==> config.mk <==
export PLATFORM = sky130hd
export DESIGN_NAME = kbd_link_tx
export DESIGN_NICKNAME = d
export VERILOG_FILES = /design/src/rtl/kbd_link_tx.sv
export SDC_FILE = /design/constraint.sdc
export NUM_CORES = 1
export LEC_CHECK = 0
export ABC_AREA = 1
export BUFFER_PORTS_ARGS = -buffer_cell sky130_fd_sc_hd__buf_2
export CAP_MARGIN = 20
export CORE_ASPECT_RATIO = 1.4
export CORE_MARGIN = 8
export CORE_UTILIZATION = 61
export DETAILED_ROUTE_END_ITERATION = 7
export PLACE_DENSITY = 0.85
export REMOVE_ABC_BUFFERS = 1
export SLEW_MARGIN = 20
export SYNTH_ARGS = -nofsm -noshare
export SYNTH_HDL_FRONTEND = slang
export SYNTH_SLANG_ARGS = --single-unit
==> constraint.sdc <==
create_clock -name clk -period 3.9 [get_ports clk]
set_input_delay 0.78 -clock clk [delete_from_list [all_inputs] [get_ports clk]]
set_output_delay 0.78 -clock clk [all_outputs]
set_load 0.005 [all_outputs]
==> src/rtl/kbd_link_tx.sv <==
// kbd_link_tx: serializer feeding the keyboard-matrix CPLD over a 3-wire link.
// Holds a 40-key snapshot, tracks which 10-key rows differ from what the CPLD
// last received, and sends 13-bit frames {id[2:0], data[9:0]} MSB first.
// Optional macro KBD_LINK_SHIFT_FAST_EN enables short id-5 frames that update
// only CAPS SHIFT (key 0) and SYMBOL SHIFT (key 36).
//
// Parameters:
//   CLK_DIV         clk cycles per sclk half-period (>= 2)
//   REFRESH_CYCLES  clk cycles between forced full refreshes
// Ports:
//   clk        system clock, rising edge
//   rst        synchronous active-high reset
//   key_state  key matrix, 1 = pressed, bit 10*r+c = row r column c
//   scs_n      link chip select, active-low, rising edge latches the frame
//   sclk       link clock, idles high, CPLD samples sdata on falling edge
//   sdata      link data
//   busy       high from frame load until the end of the inter-frame gap
module kbd_link_tx #(
   parameter int unsigned CLK_DIV        = 4,
   parameter int unsigned REFRESH_CYCLES = 1000000
) (
   input  logic        clk,
   input  logic        rst,
   input  logic [39:0] key_state,
   output logic        scs_n,
   output logic        sclk,
   output logic        sdata,
   output logic        busy
);

   localparam int unsigned DW = (CLK_DIV > 2) ? $clog2(CLK_DIV) : 1;
   localparam int unsigned TW = (REFRESH_CYCLES > 2) ? $clog2(REFRESH_CYCLES) : 1;

   typedef enum logic [2:0] {
      S_IDLE, S_SETUP, S_BIT_HI, S_BIT_LO, S_END, S_GAP
   } state_t;

   state_t        state, state_nxt;
   logic [DW-1:0] div_cnt;
   logic [3:0]    bit_cnt;
   logic [12:0]   shreg;
   logic [39:0]   shadow;
   logic [3:0]    refresh_pend;
   logic [3:0]    dirty_q;
   logic [TW-1:0] ref_cnt;
   logic [1:0]    ptr;
   logic [1:0]    sel_row;
   logic          tick;
   logic          load;
   logic          shift;
   logic          use_fast;
   logic          ref_wrap;
   logic [12:0]   frame;

`ifdef KBD_LINK_SHIFT_FAST_EN
   logic fast_q;
   assign use_fast = fast_q;
`else
   assign use_fast = 1'b0;
`endif

   assign ref_wrap = (ref_cnt == TW'(REFRESH_CYCLES - 1));

   // GAP is one cycle shorter than the other phases: the IDLE load cycle
   // completes the CLK_DIV-cycle high time of scs_n, keeping the
   // frame period at 29*CLK_DIV.
   always_comb begin
      if (state == S_GAP) tick = (div_cnt == DW'(CLK_DIV - 2));
      else                tick = (div_cnt == DW'(CLK_DIV - 1));
   end

   // Round-robin: first dirty row after ptr; lowest offset wins.
   always_comb begin
      sel_row = ptr;
      for (int unsigned i = 4; i >= 1; i--) begin
         if (dirty_q[2'(ptr + 2'(i))]) sel_row = 2'(ptr + 2'(i));
      end
   end

   always_comb begin
      if (use_fast) frame = {3'b101, 8'b0, key_state[36], key_state[0]};
      else          frame = {1'b0, sel_row, key_state[10*sel_row +: 10]};
   end

   always_comb begin
      state_nxt = state;
      load      = 1'b0;
      shift     = 1'b0;
      case (state)
         S_IDLE: begin
            if (use_fast || (|dirty_q)) begin
               load      = 1'b1;
               state_nxt = S_SETUP;
            end
         end
         S_SETUP:  if (tick) state_nxt = S_BIT_HI;
         S_BIT_HI: if (tick) state_nxt = S_BIT_LO;
         S_BIT_LO: begin
            if (tick) begin
               shift     = 1'b1;
               state_nxt = (bit_cnt == 4'd12) ? S_END : S_BIT_HI;
            end
         end
         S_END:    if (tick) state_nxt = S_GAP;
         S_GAP:    if (tick) state_nxt = S_IDLE;
         default:  state_nxt = S_IDLE;
      endcase
   end

   assign scs_n = (state == S_IDLE) || (state == S_GAP);
   assign sclk  = (state != S_BIT_LO);
   assign sdata = (state == S_IDLE) ? 1'b0 : shreg[12];
   assign busy  = (state != S_IDLE);

   always_ff @(posedge clk) begin
      if (rst) begin
         state        <= S_IDLE;
         div_cnt      <= '0;
         bit_cnt      <= '0;
         shreg        <= '0;
         shadow       <= '0;
         refresh_pend <= '1;
         dirty_q      <= '0;
         ref_cnt      <= '0;
         ptr          <= 2'd3;
`ifdef KBD_LINK_SHIFT_FAST_EN
         fast_q       <= 1'b0;
`endif
      end else begin
         state <= state_nxt;
         if (state == S_IDLE || state_nxt != state) div_cnt <= '0;
         else                                       div_cnt <= div_cnt + 1'b1;

         ref_cnt <= ref_wrap ? '0 : ref_cnt + 1'b1;

         for (int unsigned r = 0; r < 4; r++) begin
            dirty_q[r] <= (key_state[10*r +: 10] != shadow[10*r +: 10]) | refresh_pend[r];
         end
`ifdef KBD_LINK_SHIFT_FAST_EN
         fast_q <= (key_state[0] != shadow[0]) | (key_state[36] != shadow[36]);
`endif

         if (load) begin
            shreg   <= frame;
            bit_cnt <= '0;
            if (use_fast) begin
               shadow[0]  <= key_state[0];
               shadow[36] <= key_state[36];
            end else begin
               shadow[10*sel_row +: 10] <= key_state[10*sel_row +: 10];
               refresh_pend[sel_row]    <= 1'b0;
               ptr                      <= sel_row;
            end
         end else if (shift) begin
            shreg   <= {shreg[11:0], 1'b0};
            bit_cnt <= bit_cnt + 1'b1;
         end

         // Placed after the load clear so a coinciding wrap wins.
         if (ref_wrap) refresh_pend <= '1;
      end
   end

endmodule

==> flow_metrics.py <==
metrics = {
    "die": {
        "initial_core_util": 0.621,
        "fp-row-count": 42,
        "die_x_um": 98.5,
        "die-area_um2": 12900,
        "chipHeight_um": 131,
        "coreArea_um2": 9350,
        "ioPinCount": 46,
    },
    "layout": {
        "syn2layout_area_growth_pct": 9.17,
        "antenna_cells": 0,
        "regArea_um2": 1840,
        "finish.net_count": 957,
        "fillers": 884,
        "drive_gt1_frac": 0.131,
        "multi_input_area_um2": 3390,
        "stdcell_area_um2": 6340,
    },
    "sta": {
        "rsz0062_at_grt": "false",
        "fin_crit_ns": 3.48,
        "worstMarginPinSlew_ns": 0.662,
        "slew_headroom": 0.554,
        "fmaxAchievable_mhz": 287,
        "final-max-slew-violation-count": 0,
        "tns_ns": 0,
        "setup_viol": 0,
        "skew_ns": 0.0106,
        "fin_crit_sh": 0.893,
        "hold_viol_final": 0,
    },
    "synthesis": {
        "async_flop_share": 0,
        "yosysMostFrequentCell": "nand2_1",
        "synth_cells": 870,
        "ys_ff_latch": 92,
        "ys_seq_area_frac": 0.317,
        "syn_area_per_cell_um2": 6.68,
        "synth_common_cells": "nand2_1 (206), nand3_1 (134), dfxtp_1 (92)",
        "yosys_warnings": 0,
        "synth_top_cell_by_area": "dfxtp_1",
        "synth_cell_type_count": 50,
        "synth_edf_count": 0,
        "synthTopCellsByArea": "dfxtp_1 (32%), nand2_1 (13%), nand3_1 (12%)",
        "synth_area_um2": 5810,
        "post-synth-top-area-fraction": 0.317,
        "ys.flop_type": "dfxtp_1",
    },
    "clock_network": {
        "clockBufferDepth": 2,
        "cts_buffers": 9,
        "clk_latency_ns": 0.36,
        "path_clk_slew_ns": 0.07,
        "cts_tree": "yes",
        "htree_levels": 3,
        "clockRootBuffer": "clkbuf_16",
        "clkSinkCount": 92,
    },
    "routing": {
        "vias_per_cell": 5.99,
        "wl_per_cell_um": 17.4,
        "first_iter_violations": 583,
        "vias": 6106,
        "postRouteAntennaNets": 0,
        "drtPass1Iterations": 8,
        "drt_drc_violations_left": 0,
        "wl_um": 17700,
    },
    "global_route": {
        "antenna_found_initial": 0,
        "grt_max_degree": 49,
        "grt_pass1_vias": 5806,
        "grt_usage": 0.273,
        "grt_pass1_wl_um": 28400,
        "grt_remaining_overflow": 0,
    },
    "worst_setup_path": {
        "critical_path_arrival_ns": 3.76,
        "setup.worst_path.end_class": "register",
        "required_ns": 4.18,
        "crit_path_max_fanout": 28,
        "path_class": "reg -> reg",
        "startpoint_type": "register",
    },
    "power_and_ir_drop": {
        "power_uw": 5210,
        "p_leak_uw": 0.00280,
        "p_per_area_nw_per_um2": 821,
        "vdd_drop_max_uv": 651,
    },
    "placement": {
        "dp_hpwl_um": 13400,
        "place_area_um2": 6060,
        "gp_congestion": 1.08,
        "port_buffers": 45,
    },
    "flow_run": {
        "drv_cap": 0,
    },
    "outcome": {
        "status": "finished clean",
    },
    "hold_path": {
        "holdCritPathClass": "reg -> reg",
    },
}
[per-layer routing]
layer / vias up / routed length (um) / GRT usage
li1: 2975 / - / -
met1: 2719 / 6700 / 0.302
met2: 324 / 8570 / 0.463
met3: 88 / 1320 / 0.0555
met4: 0 / 1150 / 0.180
met5: - / 0 / 0
[flip-flops by register name, summed over array words and instances, names as in the netlist]
name          count
shadow           40
ref_cnt          20
shreg            13
bit_cnt           4
dirty_q           4
refresh_pend      4
state             3
div_cnt           2
ptr               2
[metrics by stage]
stage	util	worst slack (ns)	cells	hold WS (ns)
after global placement	0.648	0.443	1003	0.398
after global routing	0.678	0.148	1019	0.434
after CTS	0.678	0.376	1019	0.413
after detailed placement	0.648	0.398	1003	0.404
after floorplan	-	0.238	832	0.392
final	0.678	0.417	1019	0.412
[power by group]
part	total (uW)	internal, uW	switching (uW)
combinational	3140	944	2200
clock	838	437	402
sequential	1230	1110	119
total	5210	2490	2720
[layout make-up]
| class | instances | area share |
|---|---|---|
| Inverter | 93 | 0.0558 |
| Clock inverter | 7 | 0.00809 |
| Multi-Input combinational cell | 647 | 0.534 |
| Clock buffer | 9 | 0.0355 |
| Timing Repair Buffer | 61 | 0.0544 |
| Sequential cell | 92 | 0.290 |
| Tap cell | 110 | 0.0217 |
[what timing repair did]
action                     CTS  global route
buffers inserted             0             0
hold buffers                 0             0
setup endpoints to repair    0             1
gates resized for setup      0             1
[cell usage in the layout (no fill, tap or decap), drive strengths merged, types with 11 or more instances in the layout]
| cell | instances |
|---|---|
| ha | 11 |
| inv | 92 |
| nand3 | 145 |
| nor2 | 54 |
| nor4 | 12 |
| nand4 | 15 |
| xor2 | 25 |
| nand2 | 218 |
| a21oi | 62 |
| buf | 61 |
| dfxtp | 92 |
| nor3 | 11 |
| o21ai | 39 |
[worst max-delay path, cell delays in order, from the launching register on]
cell and delay [ns]:
dfxtp_1 0.61, inv_6 0.09, nand2_1 0.08, nand2_1 0.07, nand2_1 0.10, nand2_1 0.07
nand2_2 0.09, nand2_2 0.07, nand2_4 0.20, nand2_4 0.26, ha_1 0.31, inv_1 0.43
buf_4 0.24, nand3_1 0.22, o21ai_1 0.25, nand3_1 0.12, a21oi_1 0.18
[final timing paths]
check | start | to | slack (ns) | cells after the start
hold / removal | div_cnt[0] | div_cnt[0] | 0.41 | 1
hold reg to reg | div_cnt[0] | div_cnt[0] | 0.41 | 1
setup / recovery | ptr[0] | shadow[10] | 0.42 | 16
setup reg to reg | ptr[0] | shadow[10] | 0.42 | 16
[kinds of logic after synthesis]
family	Yosys count	synth area share
flip-flops	92	0.317
XOR/XNOR	34	0.0512
AO/OA/AOI/OAI	135	0.133
adder cells (fa/ha/maj)	11	0.0237
buffers and inverters	131	0.100
AND/OR/NAND/NOR	467	0.375
Note: power is estimated with default switching activity, not from simulation.
